## src/rtl/wb_arbiter2.sv

```systemverilog
// Two-master, one-slave Wishbone classic arbiter with round-robin grant held for the whole cyc.
// Optional stall watchdog enabled by defining WB_ARB_TIMEOUT_EN.
module wb_arbiter2 #(
  parameter int AW      = 32,
  parameter int DW      = 32,
  parameter int TIMEOUT = 255
) (
  input  logic            clk,
  input  logic            reset,
  input  logic [AW-1:0]   m0_adr,
  input  logic [DW-1:0]   m0_dat_w,
  input  logic [DW/8-1:0] m0_sel,
  input  logic            m0_we,
  input  logic            m0_cyc,
  input  logic            m0_stb,
  output logic [DW-1:0]   m0_dat_r,
  output logic            m0_ack,
  output logic            m0_err,
  input  logic [AW-1:0]   m1_adr,
  input  logic [DW-1:0]   m1_dat_w,
  input  logic [DW/8-1:0] m1_sel,
  input  logic            m1_we,
  input  logic            m1_cyc,
  input  logic            m1_stb,
  output logic [DW-1:0]   m1_dat_r,
  output logic            m1_ack,
  output logic            m1_err,
  output logic [AW-1:0]   s_adr,
  output logic [DW-1:0]   s_dat_w,
  output logic [DW/8-1:0] s_sel,
  output logic            s_we,
  output logic            s_cyc,
  output logic            s_stb,
  input  logic [DW-1:0]   s_dat_r,
  input  logic            s_ack,
  input  logic            s_err,
  output logic [1:0]      gnt
);

  typedef enum logic [1:0] {IDLE, GNT0, GNT1} state_t;

  state_t state, state_nxt;
  logic   last, last_nxt;
  logic   g0, g1;
  logic   tmo;

  always_ff @(posedge clk) begin
    if (reset) begin
      state <= IDLE;
      last  <= 1'b1;
    end else begin
      state <= state_nxt;
      last  <= last_nxt;
    end
  end

  // last holds the index of the most recently served master; the other one wins a tie
  always_comb begin
    state_nxt = state;
    last_nxt  = last;
    case (state)
      IDLE: begin
        if (m0_cyc && m1_cyc) state_nxt = last ? GNT0 : GNT1;
        else if (m0_cyc)      state_nxt = GNT0;
        else if (m1_cyc)      state_nxt = GNT1;
      end
      GNT0: if (!m0_cyc) begin
        state_nxt = IDLE;
        last_nxt  = 1'b0;
      end
      GNT1: if (!m1_cyc) begin
        state_nxt = IDLE;
        last_nxt  = 1'b1;
      end
      default: state_nxt = IDLE;
    endcase
  end

  assign g0  = (state == GNT0);
  assign g1  = (state == GNT1);
  assign gnt = {g1, g0};

`ifdef WB_ARB_TIMEOUT_EN
  localparam int CW = (TIMEOUT > 0) ? $clog2(TIMEOUT + 1) : 1;
  logic [CW-1:0] cnt;

  assign tmo = (state != IDLE) && (cnt == CW'(TIMEOUT));

  // counts stalled strobe cycles; any termination or grant change restarts it
  always_ff @(posedge clk) begin
    if (reset)
      cnt <= '0;
    else if (state == IDLE || state_nxt != state || tmo || s_ack || s_err)
      cnt <= '0;
    else if (s_stb)
      cnt <= cnt + 1'b1;
  end
`else
  assign tmo = 1'b0;
`endif

  always_comb begin
    s_adr   = '0;
    s_dat_w = '0;
    s_sel   = '0;
    s_we    = 1'b0;
    s_cyc   = 1'b0;
    s_stb   = 1'b0;
    case (state)
      GNT0: begin
        s_adr   = m0_adr;
        s_dat_w = m0_dat_w;
        s_sel   = m0_sel;
        s_we    = m0_we;
        s_cyc   = m0_cyc & ~tmo;
        s_stb   = m0_stb & ~tmo;
      end
      GNT1: begin
        s_adr   = m1_adr;
        s_dat_w = m1_dat_w;
        s_sel   = m1_sel;
        s_we    = m1_we;
        s_cyc   = m1_cyc & ~tmo;
        s_stb   = m1_stb & ~tmo;
      end
      default: ;
    endcase
  end

  assign m0_dat_r = s_dat_r;
  assign m1_dat_r = s_dat_r;
  assign m0_ack   = s_ack & g0;
  assign m1_ack   = s_ack & g1;
  assign m0_err   = (s_err | tmo) & g0;
  assign m1_err   = (s_err | tmo) & g1;

endmodule

```

## config.mk

```make
export PLATFORM = sky130hd
export DESIGN_NAME = wb_arbiter2
export DESIGN_NICKNAME = d
export VERILOG_FILES = /design/src/rtl/wb_arbiter2.sv
export SDC_FILE = /design/constraint.sdc
export NUM_CORES = 1
export LEC_CHECK = 0
export CAP_MARGIN = 20
export CELL_PAD_IN_SITES_DETAIL_PLACEMENT = 1
export CELL_PAD_IN_SITES_GLOBAL_PLACEMENT = 1
export CORE_MARGIN = 4
export CORE_UTILIZATION = 12
export DETAILED_ROUTE_END_ITERATION = 10
export PLACE_DENSITY_LB_ADDON = 0.1
export SLEW_MARGIN = 40
export SYNTH_ARGS = -nofsm -noshare
export SYNTH_HDL_FRONTEND = slang
export SYNTH_SLANG_ARGS = --single-unit
```

## constraint.sdc

```tcl
create_clock -name clk -period 2.07 [get_ports clk]
set_clock_uncertainty 0.2 [all_clocks]
set_input_delay 0.3105 -clock clk [delete_from_list [all_inputs] [get_ports clk]]
set_output_delay 0.3105 -clock clk [all_outputs]
set_load 0.02 [all_outputs]
```

# Yosys cells after proc, flatten, opt, wreduce, memory -nomap -nowiden

Cells that the tools add are included.

Reduce and logical (&&, ||, !) cells: 5
Equal/unequal tests: 5
Order comparisons: 0
Multiplexer cells: 16
$mul: 0
Shift-type cells: 0
Divide/modulo/power cells: 0
Add/sub/neg operators: 0
Bitwise gates (word level): 4

Operators by type and width:

| cell                                           | number |
|---|---|
| one-hot mux 32 bit (2 select lines)            | 2 |
| two-way mux 2 bit                              | 6 |
| one-hot mux 1 bit (2 select lines)             | 4 |
| one-hot mux 4 bit (2 select lines)             | 1 |
| one-hot mux 2 bit (3 select lines)             | 1 |
| AND reduction 3 bit                            | 2 |
| AND 1 bit                                      | 4 |
| inequality test 2 bit (second input constant)  | 2 |
| inequality test 4 bit (second input constant)  | 1 |
| == test 2 x 1 -> 1 bit (second input constant) | 1 |
| == test 2 bit (second input constant)          | 1 |
| logical NOT 2 bit                              | 1 |
| two-way mux 1 bit                              | 2 |
| nonzero test 2 bit                             | 1 |
| logical AND 1 bit                              | 1 |

Bits of input ports: 178
Output and inout port bits: 141
ROM bits: 0
Bits in latches: 0
Flip-flop bits (word level): 3
Word-level logic and storage cells: 32
Bits in writable memories: 0
Memories: 0

# Logic depth before layout (Yosys ltp)

Depth in word-level cells: 4
Mapped depth: 6
Depth with buffers taken out: 5

# Worst setup path before layout

OpenSTA, ideal clock, no wires.

Kind: register to output
Start point: register state[0]
End point: output s_adr[0]
Data required time: 1.559 ns
Arrival time: 1.359 ns
Path buffers: 1
Stages on the path, launching flop included: 5
Slack: 0.201 ns
Cells stage by stage: dfxtp_1 > inv_1 > ha_1 > clkbuf_1 > nor2b_1

Longest elaborated chain between the ends: 2
Elaborated cells between the ends (all ways): 3
Classes of those cells: eq/ne (2); mux (1)

Ends and longest elaborated chain:

| what                                                           | RTL line | RTL |
|---|---|---|
| start, declared                                                | 42       | `state_t state, state_nxt;` |
| start signal, assigned                                         | 52       | `state <= state_nxt;` |
| == test 2 bit / == test 2 x 1 -> 1 bit (equally long branches) | 109      | `case (state)` |
| one-hot mux 32 bit (2 select lines) *                          | 109      |  |
| end, declared                                                  | 28       | `output logic [AW-1:0] s_adr,` |

Mark *: on every way between the ends. The rest lies on a longest branch, timed or not.

# Final worst setup path

Start point: register state[1]
End point: output s_dat_w[17]

Longest elaborated chain between the ends: 2
Elaborated cells between the ends (all ways): 3
Classes of those cells: eq/ne (2); mux (1)

Ends and longest elaborated chain:

| what                                                           | RTL line | RTL |
|---|---|---|
| == test 2 bit / == test 2 x 1 -> 1 bit (equally long branches) | 109      |  |
| one-hot mux 32 bit (2 select lines) *                          | 109      |  |
| end, declared                                                  | 29       | `output logic [DW-1:0] s_dat_w,` |

Marked as above.

==> results_dict.tcl <==
set metrics [dict create \
    status "finished, final reports clean" \
    netlist.area_leader.share_pct 29.0 \
    min_path_type "flop to flop" \
    max_freq_mhz 491 \
    synth_fp_nets 443 \
    rsz0062_at_grt "true" \
    core-area_um2 14800 \
    avgRoutedWirePerCell_um 18.7 \
    antenna_left 0 \
    ys_seq_elements 3 \
    die_h_um 132 \
    die_w_um 132 \
    layout-drive-gt1-share_pct 34.7 \
    r2r_end "state[0]" \
    drt-total-wl_um 11300 \
    first_global_vias 2831 \
    grt_use_met1_pct 12.9 \
    max_slew_margin_pct 84.7 \
    netlist_instances 260 \
    crit_type "flop to primary output" \
    grt_max_degree 35 \
    maxCapViolCount 0 \
    max_stage_delay_ns 0.37 \
    hpwl_um 8240 \
    peakVddDrop_mv 0.206 \
    timing.final.ws_setup_ns 0.0348 \
    yosysTopAreaCell "a22oi_1" \
    reg2reg_from "state[0]" \
    fillers 1752 \
    drt_drc_violations_left 0 \
    yosysUniqueCellTypes 18 \
    overflow 0 \
    vias 2489 \
    ys_warn_count 0 \
    final.period_utilization_pct 98.3 \
    portBuffers 222 \
    p_leak_nw 1.52 \
    hold_viol_final 0 \
    cts_root_buf "clkbuf_16" \
    cts_tree "done" \
    grt_pass1_wl_um 16900 \
    finalPower_mw 1.61 \
    grt_antenna_before_repair 0 \
    grt_use_total_pct 12.2 \
    drv_slew 0 \
    crit_path_end_kind "primary output" \
    synth_area_um2 1840 \
    grtUsageMet3_pct 4.59 \
    crit_chain "inv_4, ha_4, bufbuf_16, nor2b_2, buf_4" \
    ys_seq_area_share_pct 3.27 \
    rrSetupSlack_ns 0.37 \
    layout.nets 605 \
    layout_min_cycle_time_ns 2.04 \
    firstDrtPassIters 4 \
    synth.area.top_cells "a22oi_1, buf_4, nor2b_1" \
    worstPathRequired_ns 1.56 \
    worst_path_max_delay_cell "dfxtp_4" \
    rr_worst_depth 7 \
    num_rows 44 \
    top_usage_layer "met2" \
    place.gp.congestion 0.716 \
    multi_input_area_um2 1310 \
    cts.path.max_buffers 2 \
    pre_cts_ws_ns -0.353 \
    syn2layout_area_growth_pct 123 \
    clkLatencyLatePin_ns 0.22 \
    timing.critical_path.to "s_dat_w[17]" \
    clkTransAtPathRegs_ns 0.03 \
    p_per_area_nw_per_um2 393 \
    gr-usage-met2_pct 23.3 \
    start_kind "flop" \
    numCtsBuffers 3 \
    arrival_ns 1.52 \
    dp_cells 593 \
    cts_sinks 3 \
    tightest_slew_ns 0.230 \
    path_max_fanout 13 \
    antenna_cells 0 \
    seqCellArea_um2 67.6 \
    viasPerCell 4.11 \
    initial_core_util_pct 12.4 \
    io-pin-count 319 \
    avgSynthCellArea_um2 7.06 \
    finalSetupViolations 0 \
    first_iter_violations 55 \
    dieArea_um2 17400 \
    fin_cells 605 \
    setup.worst_path.start "state[1]" \
    htreeDepth 1 \
]
sequential cells by signal (all words and copies together), names as in the netlist:
register,cells
state,2
last,1
power breakdown:
| group | internal [mW] | switching, mW | leakage (nW) | total, mW |
|---|---|---|---|---|
| sequential | 0.0650 | 0.00987 | 0.0260 | 0.0749 |
| clock | 0.254 | 0.0558 | 0.0382 | 0.310 |
| combinational | 0.722 | 0.504 | 1.46 | 1.23 |
layout by cell type (no fill, tap or decap), drive strengths merged:
master / count
dlygate4sd2: 1
a311o: 1
dfxtp: 3
nor2b: 70
buf: 95
a22o: 1
nor3b: 1
a21o: 1
clkdlybuf4s15: 1
clkdlybuf4s50: 145
a21oi: 3
inv: 5
a22oi: 71
ha: 5
bufbuf: 1
o21ai: 2
nand2: 1
and2: 5
clkbuf: 7
o2111ai: 2
kinds of logic (layout without fill, tap and decap cells):
logic type	after synthesis	count (layout)	share of synthesized area (%)
compound gates	81	81	32.8
fa+ha+maj	5	5	3.41
simple gates	77	77	26.2
buf+inv	94	255	34.4
flops	3	3	3.27
critical path, delay by kind of cell, from the launching register on:
kind                       cells  cell delay (ns)
DFF                            1             0.37
buffers and inverters          3             0.49
adders and majority gates      1             0.29
and+or+nand+nor                1             0.15
how the worst min path moves through the flow:
stage               startpoint        to  slack (ns)  depth (start not counted)
finish                    last      last        0.39                          2
detailed placement        last      last        0.39                          2
floorplan                reset  state[0]        0.18                          1
global route              last      last        0.41                          2
global placement          last      last        0.37                          2
CTS                       last      last        0.40                          2
cell usage after synthesis:
cell type  instances
o2111ai_1          2
nand2_1            1
inv_1              5
nor3b_1            1
a22oi_1           71
buf_6              1
buf_4             68
a311o_1            1
a21o_1             1
a22o_1             1
dfxtp_1            3
o21ai_0            2
and2_1             5
clkbuf_1           7
ha_1               5
a21oi_1            3
nor2b_1           70
buf_2             13
layout make-up:
class,count,share of cell area [%]
inverter,5,0.641
clock buffer,4,1.92
timing repair buffer,246,58.1
multi-input combinational,163,32.0
tap,184,5.62
sequential,3,1.65
repair_timing:
action,CTS,global route
buffers inserted,2,0
gates cloned,5,1
endpoints found under the setup margin,77,52
pin swaps,1,1
hold buffers,0,0
gates resized for setup,347,68
stage by stage:
stage | hold slack, ns | setup TNS (ns) | utilization [%] | instance area [um^2]
after floorplan | 0.180 | 0 | - | 1840
after global placement | 0.366 | -17.52 | 26.2 | 3870
after detailed placement | 0.386 | -20.18 | 26.2 | 3870
after CTS | 0.398 | -0.0320 | 26.4 | 3900
after global routing | 0.410 | -0.337 | 27.8 | 4100
final | 0.393 | 0 | 27.8 | 4100
per-layer routing:
| layer | vias up | routed length (um) |
|---|---|---|
| met5 | - | 0 |
| met2 | 143 | 6010 |
| met3 | 21 | 1040 |
| met4 | 0 | 129 |
| li1 | 1175 | - |
| met1 | 1150 | 4160 |
Power figures use the tool's default switching activity.
